`config.mk`:
```
export PLATFORM = sky130hd
export DESIGN_NAME = dmem_arbiter
export DESIGN_NICKNAME = d
export VERILOG_FILES = /design/src/rtl/dmem_arbiter.sv
export SDC_FILE = /design/constraint.sdc
export NUM_CORES = 1
export LEC_CHECK = 0
export CORE_AREA = 2 2 118 120
export DETAILED_ROUTE_END_ITERATION = 10
export DIE_AREA = 0 0 120 122
export GPL_TIMING_DRIVEN = 0
export PLACE_DENSITY = 0.95
export SKIP_CTS_REPAIR_TIMING = 1
export SLEW_MARGIN = 30
export SYNTH_ARGS = -nofsm -noshare
export SYNTH_HDL_FRONTEND = slang
export SYNTH_SLANG_ARGS = --single-unit
```
`constraint.sdc`:
```
create_clock -name clk -period 11.5 [get_ports clk]
set_clock_uncertainty 0.05 [all_clocks]
set_input_delay 2.3 -clock clk [delete_from_list [all_inputs] [get_ports clk]]
set_output_delay 2.3 -clock clk [all_outputs]
set_load 0.005 [all_outputs]
```
`src/rtl/dmem_arbiter.sv`:
```
`default_nettype none
// ============================================================================
// Module   : dmem_arbiter
// Brief    : Two-port (core/debug) arbiter for a single-port word memory with
//            sub-word read-modify-write stores and extended sub-word loads.
//            Optional round-robin arbitration when DMEM_ARB_RR_EN is defined.
// Revision : 1.0 - initial release
// ============================================================================
module dmem_arbiter (
    input  logic        clk,
    input  logic        rst,
    input  logic        c_req,
    input  logic        c_we,
    input  logic [1:0]  c_size,
    input  logic        c_uns,
    input  logic [31:0] c_addr,
    input  logic [31:0] c_wdata,
    output logic        c_gnt,
    output logic        c_rvalid,
    output logic [31:0] c_rdata,
    output logic        c_err,
    input  logic        d_req,
    input  logic        d_we,
    input  logic [1:0]  d_size,
    input  logic        d_uns,
    input  logic [31:0] d_addr,
    input  logic [31:0] d_wdata,
    output logic        d_gnt,
    output logic        d_rvalid,
    output logic [31:0] d_rdata,
    output logic        d_err,
    output logic [31:0] mem_ad,
    output logic [31:0] wrtDat,
    output logic        memWrt,
    input  logic [31:0] redDat
);

    localparam logic [0:0] S_IDLE   = 1'b0;
    localparam logic [0:0] S_RMW_WR = 1'b1;

    logic [0:0]  r_state;
    logic        r_owner;
    logic [31:0] r_cap;

    logic        w_pick_d;
    logic        w_sel_d;
    logic        w_active;
    logic        w_sel_we;
    logic [1:0]  w_sel_size;
    logic        w_sel_uns;
    logic [31:0] w_sel_addr;
    logic [31:0] w_sel_wdata;
    logic        w_illegal;
    logic        w_sub_st;
    logic        w_gnt;
    logic [31:0] w_merge;
    logic [31:0] w_ld;
    logic [7:0]  w_byte;
    logic [15:0] w_half;

`ifdef DMEM_ARB_RR_EN
    logic r_prio_d;

    // Pointer names the requester that wins a tie; flips to the other side on every grant.
    always_ff @(posedge clk) begin
        if (rst) begin
            r_prio_d <= 1'b0;
        end else if (c_gnt) begin
            r_prio_d <= 1'b1;
        end else if (d_gnt) begin
            r_prio_d <= 1'b0;
        end
    end

    assign w_pick_d = d_req && (!c_req || r_prio_d);
`else
    assign w_pick_d = d_req && !c_req;
`endif

    // The owner is locked while the read-modify-write completes.
    assign w_sel_d     = (r_state == S_RMW_WR) ? r_owner : w_pick_d;
    assign w_active    = !rst && ((r_state == S_RMW_WR) || c_req || d_req);
    assign w_sel_we    = w_sel_d ? d_we    : c_we;
    assign w_sel_size  = w_sel_d ? d_size  : c_size;
    assign w_sel_uns   = w_sel_d ? d_uns   : c_uns;
    assign w_sel_addr  = w_sel_d ? d_addr  : c_addr;
    assign w_sel_wdata = w_sel_d ? d_wdata : c_wdata;

    assign w_illegal = (w_sel_size == 2'd3) ||
                       ((w_sel_size == 2'd1) && w_sel_addr[0]) ||
                       ((w_sel_size == 2'd2) && (w_sel_addr[1:0] != 2'b00));
    assign w_sub_st  = w_sel_we && !w_illegal && (w_sel_size != 2'd2);

    always_comb begin
        w_merge = r_cap;
        if (w_sel_size == 2'd0) begin
            w_merge[{w_sel_addr[1:0], 3'b000} +: 8] = w_sel_wdata[7:0];
        end else begin
            w_merge[{w_sel_addr[1], 4'b0000} +: 16] = w_sel_wdata[15:0];
        end
    end

    assign w_byte = redDat[{w_sel_addr[1:0], 3'b000} +: 8];
    assign w_half = redDat[{w_sel_addr[1], 4'b0000} +: 16];

    always_comb begin
        case (w_sel_size)
            2'd0:    w_ld = w_sel_uns ? {24'd0, w_byte} : {{24{w_byte[7]}}, w_byte};
            2'd1:    w_ld = w_sel_uns ? {16'd0, w_half} : {{16{w_half[15]}}, w_half};
            default: w_ld = redDat;
        endcase
    end

    always_comb begin
        w_gnt  = 1'b0;
        memWrt = 1'b0;
        wrtDat = 32'd0;
        mem_ad = 32'd0;
        if (w_active) begin
            mem_ad = {w_sel_addr[31:2], 2'b00};
            if (r_state == S_RMW_WR) begin
                w_gnt  = 1'b1;
                memWrt = 1'b1;
                wrtDat = w_merge;
            end else begin
                w_gnt = !w_sub_st;
                if (w_sel_we && !w_illegal && !w_sub_st) begin
                    memWrt = 1'b1;
                    wrtDat = w_sel_wdata;
                end
            end
        end
    end

    assign c_gnt = w_gnt && !w_sel_d;
    assign d_gnt = w_gnt && w_sel_d;

    always_ff @(posedge clk) begin
        if (rst) begin
            r_state  <= S_IDLE;
            r_owner  <= 1'b0;
            r_cap    <= 32'd0;
            c_rvalid <= 1'b0;
            d_rvalid <= 1'b0;
            c_err    <= 1'b0;
            d_err    <= 1'b0;
            c_rdata  <= 32'd0;
            d_rdata  <= 32'd0;
        end else begin
            c_rvalid <= c_gnt;
            d_rvalid <= d_gnt;
            c_err    <= c_gnt && w_illegal;
            d_err    <= d_gnt && w_illegal;
            c_rdata  <= (c_gnt && !w_sel_we && !w_illegal) ? w_ld : 32'd0;
            d_rdata  <= (d_gnt && !w_sel_we && !w_illegal) ? w_ld : 32'd0;
            case (r_state)
                S_IDLE: begin
                    if (w_active && w_sub_st) begin
                        r_state <= S_RMW_WR;
                        r_owner <= w_sel_d;
                        r_cap   <= redDat;
                    end
                end
                default: r_state <= S_IDLE;
            endcase
        end
    end

endmodule
`default_nettype wire

```
======== Word level (Yosys, flattened, before mapping) ========
Cells that the tools add are included.
W data, S select, Z words.
storage, ports and cells
  memories ................................ 0
  output and inout bits ................... 135
  memory bits (read-only) ................. 0
  latch bits .............................. 0
  memory bits (writable) .................. 0
  word-level logic and storage cells ...... 78
  flip-flop bits (word level) ............. 102
cells by class
  mux-type cells .......................... 22
  bitwise logic cells ..................... 3
  shifts and indexed selects .............. 6
  div/mod/pow operators ................... 0
  $lt $le $gt $ge ......................... 0
  $add $sub $neg .......................... 2
  reduce and logical (&&, ||, !) cells .... 32
  equality and inequality tests ........... 4
  $mul .................................... 0
operators by type and width
  cell                       number
  $mux W32                   9
  $bwmux W32                 2
  $pmux W32 S2               1
  $shift A16 B7 Y32 const A  1
  $shift A8 B7 Y32 const A   1
  $shiftx A16 B7 Y32         1
  $shiftx A32 B6 Y16         1
  $shiftx A32 B6 Y8          1
  $shiftx A8 B7 Y32          1
  $logic_and A1 B1 Y1        16
  $neg A5 Y7                 2
  $mux W1                    9
  $logic_not A1 Y1           6
  $reduce_or A2 Y1           3
  $eq A2 B2 Y1 const B       2
  $logic_or A1 B1 Y1         4
  $not A1 Y1                 3
  $eq A2 B1 Y1 const B       1
  $logic_not A2 Y1           1
  $mux W2                    1
  $ne A2 B2 Y1 const B       1
  $reduce_and A2 Y1          1
  $reduce_bool A2 Y1         1

======== Longest topological paths before layout ========
Gate-level depths: netlist (run 1).
  word-level depth ........................ 19
  gate-level depth with buffers ........... 14
  gate-level depth less buffers ........... 10

======== Worst setup path after synthesis (run 1) ========
OpenSTA, ideal clock, no wires.
  path kind ............................... input port to output port
  start point ............................. in c_req
  end point ............................... out wrtDat[26]
  stages on the path ...................... 12
  path slack .............................. 4.265 ns
  data required time ...................... 9.150 ns
  arrival ................................. 4.885 ns
  cells stage by stage .................... or3b_1 buf_2 and3_4 or2_1 buf_2 inv_2 buf_4 ha_1 and2_1 a41oi_1 clkbuf_1 a2111oi_0
on the way
  cells in the longest elaborated chain, start to end .. 16
  elaborated cells between the ends (all ways) .. 37
  those cells by class .................... 2 x add/sub; 4 x eq/ne; 4 x shift; 11 x mux; 16 x reduce/logical
ends and longest elaborated chain
  item                                                 RTL line  RTL
  start: declaration                                   12        input logic c_req,
  branches (longest 15 deep; another with $neg A5 Y7)  -
  $mux W32 *                                           119       if (w_active) begin
  end: declaration                                     33        output logic [31:0] wrtDat,
Mark *: on every way between the ends.

======== Worst setup path in the final report (run 1) ========
  start point ............................. in d_req
  end point ............................... out wrtDat[28]
on the way
  cells in the longest elaborated chain, start to end .. 15
  elaborated cells between the ends (all ways) .. 35
  those cells by class .................... 2 x add/sub; 4 x eq/ne; 4 x shift; 11 x mux; 14 x reduce/logical
ends and longest elaborated chain
  item                                                 RTL line  RTL
  start: declaration                                   22        input logic d_req,
  branches (longest 14 deep; another with $neg A5 Y7)  -
  $mux W32 *                                           119
Marked as above.

==> results by group, run 1 <==
Power
  • Power per cell area: 103 nW/um^2
  • Sequential share of power: 39.3%
  • Internal: 0.663 mW
  • VDD IR max: 0.000109 V
  • Switching power total: 0.283 mW
  • Power share of the clock group: 33.1%
  • P_leak: 3.38 nW
  • Switching Share: 29.9%
  • Gate power share: 27.6%

Status
  • Outcome: completed

Layout
  • Area Overhead vs Synth: 63.1%
  • # fillers: 1064
  • Commonest non-fill, non-tap cell in the layout: clkdlybuf4s50_1
  • Final instance area: 9220 sq um
  • Utilization after layout: 68.3%
  • Area of the multi-input gates: 3310 sq um
  • Final net count: 1221
  • Most frequent cells in the layout: 304 x clkdlybuf4s50_1, 168 x nand2_1, 102 x dfxtp_1, 83 x a21oi_1, 47 x o21ai_0
  • Share of layout cells above drive strength 1: 7.71%
  • Non-filler instance count after layout: 1230
  • ANT cells: 0
  • Sequential cell area: 2040 sq um

Timing
  • Post-layout min period: 9.16 ns
  • RSZ-0062 raised after global routing: no
  • Max-slew violations: 0
  • Final worst setup slack: 2.34 ns
  • Final Hold Fails: 0
  • Worst-Margin Slew: 1.02 ns
  • Slew margin rel.: 31.3%
  • Max Freq: 0.109 GHz
  • Post-Route Setup TNS: 0 ns
  • Endpoints failing setup: 0
  • Period utilization: 79.7%

Synth
  • Gate Count Post-Synth: 730
  • Cell Area, Synth: 5660 sq um
  • Synth unique cells: 62
  • Yosys warning count: 0
  • Most used flip-flop cell after synthesis: dfxtp_1
  • EDFF count, synth: 0
  • Sequential share of the synthesized area: 36.1%
  • Yosys reg bits: 102
  • FFs w/ async S/R, synth: 0%
  • Syn avg cell area: 7.75 sq um

Worst setup path
  • Crit end category: output pin
  • CP bufs+invs: 7
  • WP data required: 9.15 ns
  • Arrival @ worst endpoint: 6.81 ns
  • Crit path max fanout: 11
  • Reg2Reg Depth: 13
  • Slowest stage cell, crit path: a2111oi_0
  • Worst-path cell chain: clkdlybuf4s50_1, or3b_1, buf_2, and3_4, or2_1, buf_2, inv_2, buf_4, ha_1, and2_1, a41oi_1, clkbuf_1, a2111oi_0, clkdlybuf4s50_1
  • Crit-path leading delay family: buffers and inverters
  • RR Startpoint: r_state$_SDFF_PP0_
  • WP depth: 14
  • Critical path startpoint: d_req
  • Startpoint Class: input port
  • Setup CP Type: in -> out
  • CP max stage delay: 0.71 ns

Min path
  • WHS Path Cells: 2
  • Hold path start: r_cap[5]$_SDFFE_PP0P_
  • Min-Delay Path Class: reg -> reg

Global routing
  • Largest net degree at the start of global routing: 18
  • Global Route Usage Sum: 34.8%
  • Gr ovfl total: 0
  • Global-route wire length before repair: 38.8 mm
  • Met2 usage: 60.5%
  • Met1 Use GR: 39.6%
  • Initial antenna violation count: 0
  • Grt met3 use: 8.24%
  • Vias in the first global route: 6899
  • Most Crowded Layer GR: met2

Clocking
  • CTS max path bufs: 2
  • CTS H-tree depth: 3
  • Worst-path clk slew: 0.07 ns
  • Clk_lat worst skew: 0.35 ns
  • CTS Root Buffer Type: clkbuf_16
  • CTS tree: done
  • Num CTS Buffers: 9
  • Sink Count: 102

Detailed routing
  • DRC: 0
  • Final wirelength: 26.5 mm
  • Antenna viol nets, final: 0
  • DR iter-0 viols: 639
  • DR pass1 iterations: 5
  • Routed via count: 7039
  • Routed wire per std cell: 21.5 um
  • Drt via density: 5.72

Die
  • CORE AREA: 13500 sq um
  • Chip Width: 120 um
  • Die area: 14600 sq um
  • # rows: 43
  • DIE HEIGHT: 122 um
  • # IOs: 307
  • Initial Utilization: 41.9%

Place
  • Post-DP HPWL: 20.8 mm
  • Post-Place Cells: 1215
  • GPL Wtd Cong: 1.01
  • Pre-CTS WS: 2.37 ns
  • Placed Instance Area: 8930 sq um
  • # port buffers: 304

Run
  • Max Cap Violations: 0
-- cells in the mapped netlist (3+ instances only) --
master     number  area [sq um]
o22ai_1         4          25.0
a211oi_2        4          50.1
a221oi_1       18           158
buf_2          12          60.1
nor2b_1        10          62.6
nor3b_1         3          22.5
nand3_1         5          25.0
a211oi_1       15           113
inv_1          12          45.0
a21boi_1        3          22.5
o21ai_0        47           235
mux2_2         29           327
a21oi_1        83           415
a311oi_1        9          78.8
nand4_1         3          18.8
a2111oi_0       7          61.3
o2bb2ai_1       8          70.1
nand2_1       168           631
a31oi_1         8          50.1
buf_4           5          37.5
buf_1           6          22.5
dfxtp_1       102          2040
nor2_1         23          86.3
mux2i_1        12           120
clkbuf_1       35           131
ha_1            3          37.5
nand2b_1       34           213
and3_1         10          62.6
a22oi_1         3          22.5
and2_1          4          25.0
nor3_1          6          30.0
-- through the flow --
| stage | power, mW | hold slack (ns) |
|---|---|---|
| 2_1_floorplan | 0.493 | 0.396 |
| 3_3_place_gp | 0.628 | 0.409 |
| 3_5_place_dp | 0.632 | 0.417 |
| 4_1_cts | 0.939 | 0.431 |
| 5_1_grt | 0.978 | 0.462 |
| 6_report | 0.945 | 0.431 |
-- per-layer routing --
metal,up-vias,part of all wire (%)
li1,3223,-
met1,3215,36
met2,488,48
met3,113,10
met4,0,5.9
met5,-,0
-- logic make-up after synthesis --
family / Yosys count / share of synthesized area [%]
simple gates: 283 / 23.4
compound gates: 226 / 26.1
flops: 102 / 36.1
buf+inv: 72 / 5.38
mux: 43 / 8.30
fa+ha+maj: 3 / 0.664
other cells: 1 / 0.0663
-- sequential cells by signal, summed over array words and instances (netlist names) --
name	cells
c_rdata	32
d_rdata	32
r_cap	32
c_err	1
c_rvalid	1
d_err	1
d_rvalid	1
r_owner	1
r_state	1
-- worst reg2reg max path, cell delays in order, from the launching register on --
cell and delay, ns:
dfxtp_1 0.30, buf_2 0.16, or3b_1 0.37, buf_2 0.17, and3_4 0.20, or2_1 0.22
buf_2 0.19, inv_2 0.17, buf_4 0.23, ha_1 0.32, a22o_1 0.27, nand4b_1 0.43
buf_1 0.44, a221oi_1 0.29
-- layout make-up --
type | count | share of cell area, %
inverter | 14 | 0.570
clock buffer | 9 | 2.44
buffer | 58 | 2.73
tap | 180 | 2.44
sequential | 102 | 22.1
clock inverter | 6 | 0.746
timing repair buffer | 304 | 33.0
multi-input combinational | 557 | 35.9
-- power groups by stage --
stage	registers (mW)	clock network, mW	logic [mW]
2_1_floorplan	0.378	0	0.116
5_1_grt	0.372	0.328	0.278
6_report	0.372	0.313	0.261
4_1_cts	0.371	0.312	0.256
3_3_place_gp	0.379	0	0.249
3_5_place_dp	0.379	0	0.253
-- path summary, 6_finish.rpt --
path              slack (ns)                    end
setup / recovery        2.34             wrtDat[28]
hold reg to reg         0.43  r_cap[5]$_SDFFE_PP0P_
setup reg to reg        7.60  c_rdata[5]$_SDFF_PP0_
hold / removal          0.43  r_cap[5]$_SDFFE_PP0P_
(Power assumes the default switching activity.)
==> run 2: changes to the inputs <==
--- a/config.mk
+++ b/config.mk
@@ -5,11 +5,10 @@
 export SDC_FILE = /design/constraint.sdc
 export NUM_CORES = 1
 export LEC_CHECK = 0
-export CORE_AREA = 2 2 118 120
+export CORE_UTILIZATION = 36
 export DETAILED_ROUTE_END_ITERATION = 10
-export DIE_AREA = 0 0 120 122
 export GPL_TIMING_DRIVEN = 0
-export PLACE_DENSITY = 0.95
+export PLACE_DENSITY = 0.89
 export SKIP_CTS_REPAIR_TIMING = 1
 export SLEW_MARGIN = 30
 export SYNTH_ARGS = -nofsm -noshare
==> constraint.sdc (replaced) <==
create_clock -name clk -period 8.4 [get_ports clk]
set_clock_uncertainty 0.05 [all_clocks]
set_input_delay 1.68 -clock clk [delete_from_list [all_inputs] [get_ports clk]]
set_output_delay 1.68 -clock clk [all_outputs]
set_load 0.005 [all_outputs]
==> results by group, run 2 (synthesis results as in run 1) <==
Layout
  • Area of the multi-input gates: 3310 sq um (unchanged)
  • Utilization after layout: 60.8% (-7.5 points)
  • Area Overhead vs Synth: 63.9%
  • Commonest non-fill, non-tap cell in the layout: clkdlybuf4s50_1
  • # fillers: 1323 (+24%)
  • ANT cells: 0 (unchanged)
  • Final net count: 1221 (unchanged)
  • Sequential cell area: 2040 sq um (unchanged)
  • Most frequent cells in the layout: 304 x clkdlybuf4s50_1, 168 x nand2_1, 102 x dfxtp_1, 83 x a21oi_1, 47 x o21ai_0
  • Final instance area: 9270 sq um (+0.54%)
  • Share of layout cells above drive strength 1: 7.71% (about the same)
  • Non-filler instance count after layout: 1262 (+2.6%)
  • Top flop regs: c_rdata: 32 flops, d_rdata: 32 flops, r_cap: 32 flops

Die
  • Die area: 16200 sq um (+11%)
  • # IOs: 307 (unchanged)
  • CORE AREA: 15300 sq um (+13%)
  • Initial Utilization: 37.1% (-4.8 points)
  • DIE HEIGHT: 127 um (+4.4%)
  • Chip Width: 127 um (+6.1%)
  • # rows: 45 (+4.7%)

Status
  • Outcome: completed

Place
  • Pre-CTS WS: 0.712 ns (-1.66 ns)
  • GPL Wtd Cong: 0.900 (-11%)
  • Placed Instance Area: 8970 sq um (+0.43%)
  • Post-DP HPWL: 20.6 mm (-0.91%)
  • Post-Place Cells: 1246 (+2.6%)
  • # port buffers: 304 (unchanged)

Worst setup path
  • Setup CP Type: in -> out
  • Arrival @ worst endpoint: 6.10 ns (-0.71 ns)
  • Crit-path leading delay family: buffers and inverters
  • Startpoint Class: input port
  • R2r setup slk: 4.57 ns (-3.03 ns)
  • Crit path max fanout: 11 (unchanged)
  • Slowest stage cell, crit path: clkdlybuf4s50_1
  • Worst-path cell chain: clkdlybuf4s50_1, or3b_1, buf_2, and3_4, or2_1, buf_2, inv_2, buf_4, ha_1, and2_1, a41oi_1, clkbuf_1, a2111oi_0, clkdlybuf4s50_1
  • Crit end category: output pin
  • CP max stage delay: 0.64 ns (-0.07 ns)
  • WP data required: 6.67 ns (-2.48 ns)
  • CP bufs+invs: 7 (unchanged)

Timing
  • Post-layout min period: 7.83 ns
  • Max Freq: 0.128 GHz
  • Worst-Margin Slew: 0.918 ns (-0.107 ns)
  • Final Hold Fails: 0 (unchanged)
  • Final worst setup slack: 0.573 ns (-1.77 ns)
  • Period utilization: 93.2%
  • Worst hold margin: 0.430 ns (-0.000942 ns)
  • Max-slew violations: 0 (unchanged)
  • RSZ-0062 raised after global routing: no
  • Endpoints failing setup: 0 (unchanged)
  • Slew margin rel.: 38.4% (+7.2 points)
  • Post-Route Setup TNS: 0 ns (unchanged)

Power
  • Power share of the clock group: 33.5% (+0.4 points)
  • Internal: 0.910 mW (+37%)
  • P_leak: 3.37 nW (-0.14%)
  • Gate power share: 27.3% (-0.3 points)
  • Final Power: 1.30 mW (+37%)
  • Sequential share of power: 39.3% (about the same)
  • VDD IR max: 0.000147 V (+34%)
  • Switching power total: 0.385 mW (+36%)
  • Switching Share: 29.7% (-0.19 points)
  • Power per cell area: 140 nW/um^2 (+36%)

Clocking
  • Sink Count: 102 (unchanged)
  • Worst-path clk slew: 0.07 ns (about the same)
  • CTS Root Buffer Type: clkbuf_16
  • CTS H-tree depth: 3 (unchanged)
  • CTS max path bufs: 2 (unchanged)
  • CTS tree: done
  • Clk_lat worst skew: 0.35 ns (about the same)
  • Num CTS Buffers: 9 (unchanged)

Run
  • Max Cap Violations: 0 (unchanged)

Global routing
  • Initial antenna violation count: 0 (unchanged)
  • Global Route Usage Sum: 30.7% (-4.1 points)
  • Gr ovfl total: 0 (unchanged)
  • Vias in the first global route: 6563 (-4.9%)
  • Global-route wire length before repair: 37.7 mm (-2.8%)
  • Largest net degree at the start of global routing: 19 (+1)

Detailed routing
  • DRC: 0 (unchanged)
  • DR iter-0 viols: 547 (-14%)
  • Drt via density: 5.50 (-3.9%)
  • DR pass1 iterations: 5 (unchanged)
  • Routed via count: 6940 (-1.4%)
  • Antenna viol nets, final: 0 (unchanged)
  • Routed wire per std cell: 20.5 um (-4.8%)
  • Final wirelength: 25.9 mm (-2.3%)

Min path
  • Min-Delay Path Class: reg -> reg
## run 2: changes by cell type in the layout (fill, tap and decap cells not counted)
| cell | change |
|---|---|
| clkbuf_1 | +1 |
| clkinvlp_4 | +2 |
| inv_6 | -1 |
| clkinv_2 | -2 |
| inv_8 | +1 |
## run 2: power groups by stage
stage                     clock network [mW]  logic, mW  registers, mW
after detailed placement                   0      0.344          0.520
final                                  0.433      0.353          0.509
after floorplan                            0      0.158          0.517
after CTS                              0.435      0.348          0.508
after global routing                   0.456      0.375          0.510
after global placement                     0      0.340          0.519
## run 2: layer usage
metal	vias up	track usage [%]	share of wire [%]
met4	0	15.1	4.9
met5	-	0	0
li1	3221	-	-
met2	407	55.1	49
met1	3235	34.0	37
met3	77	7.12	8.8
## run 2: path summary, 6_finish.rpt
| path | from | end | depth (start not counted) |
|---|---|---|---|
| worst max-delay path | d_req | wrtDat[29] | 14 |
| worst min-delay path | r_cap[22]$_SDFFE_PP0P_ | r_cap[22]$_SDFFE_PP0P_ | 2 |
| worst max register to register | r_state$_SDFF_PP0_ | d_rdata[5]$_SDFF_PP0_ | 13 |
| worst min register to register | r_cap[22]$_SDFFE_PP0P_ | r_cap[22]$_SDFFE_PP0P_ | 2 |
## run 2: worst min-delay path, delay by kind of cell, from the launching register on
family	cells	cell delay [ns]
AND/OR/NAND/NOR	1	0.06
flip-flops	1	0.31
AO/OA/AOI/OAI	1	0.06
## run 2: final cells by class
type	instances	area share, %
well taps	211	2.85
inverters	14	0.567
clock buffers	10	2.47
plain buffers	58	2.71
clock inverters	6	0.823
repair buffers	304	32.8
multi-input cells	557	35.7
flip-flops and latches	102	22.0
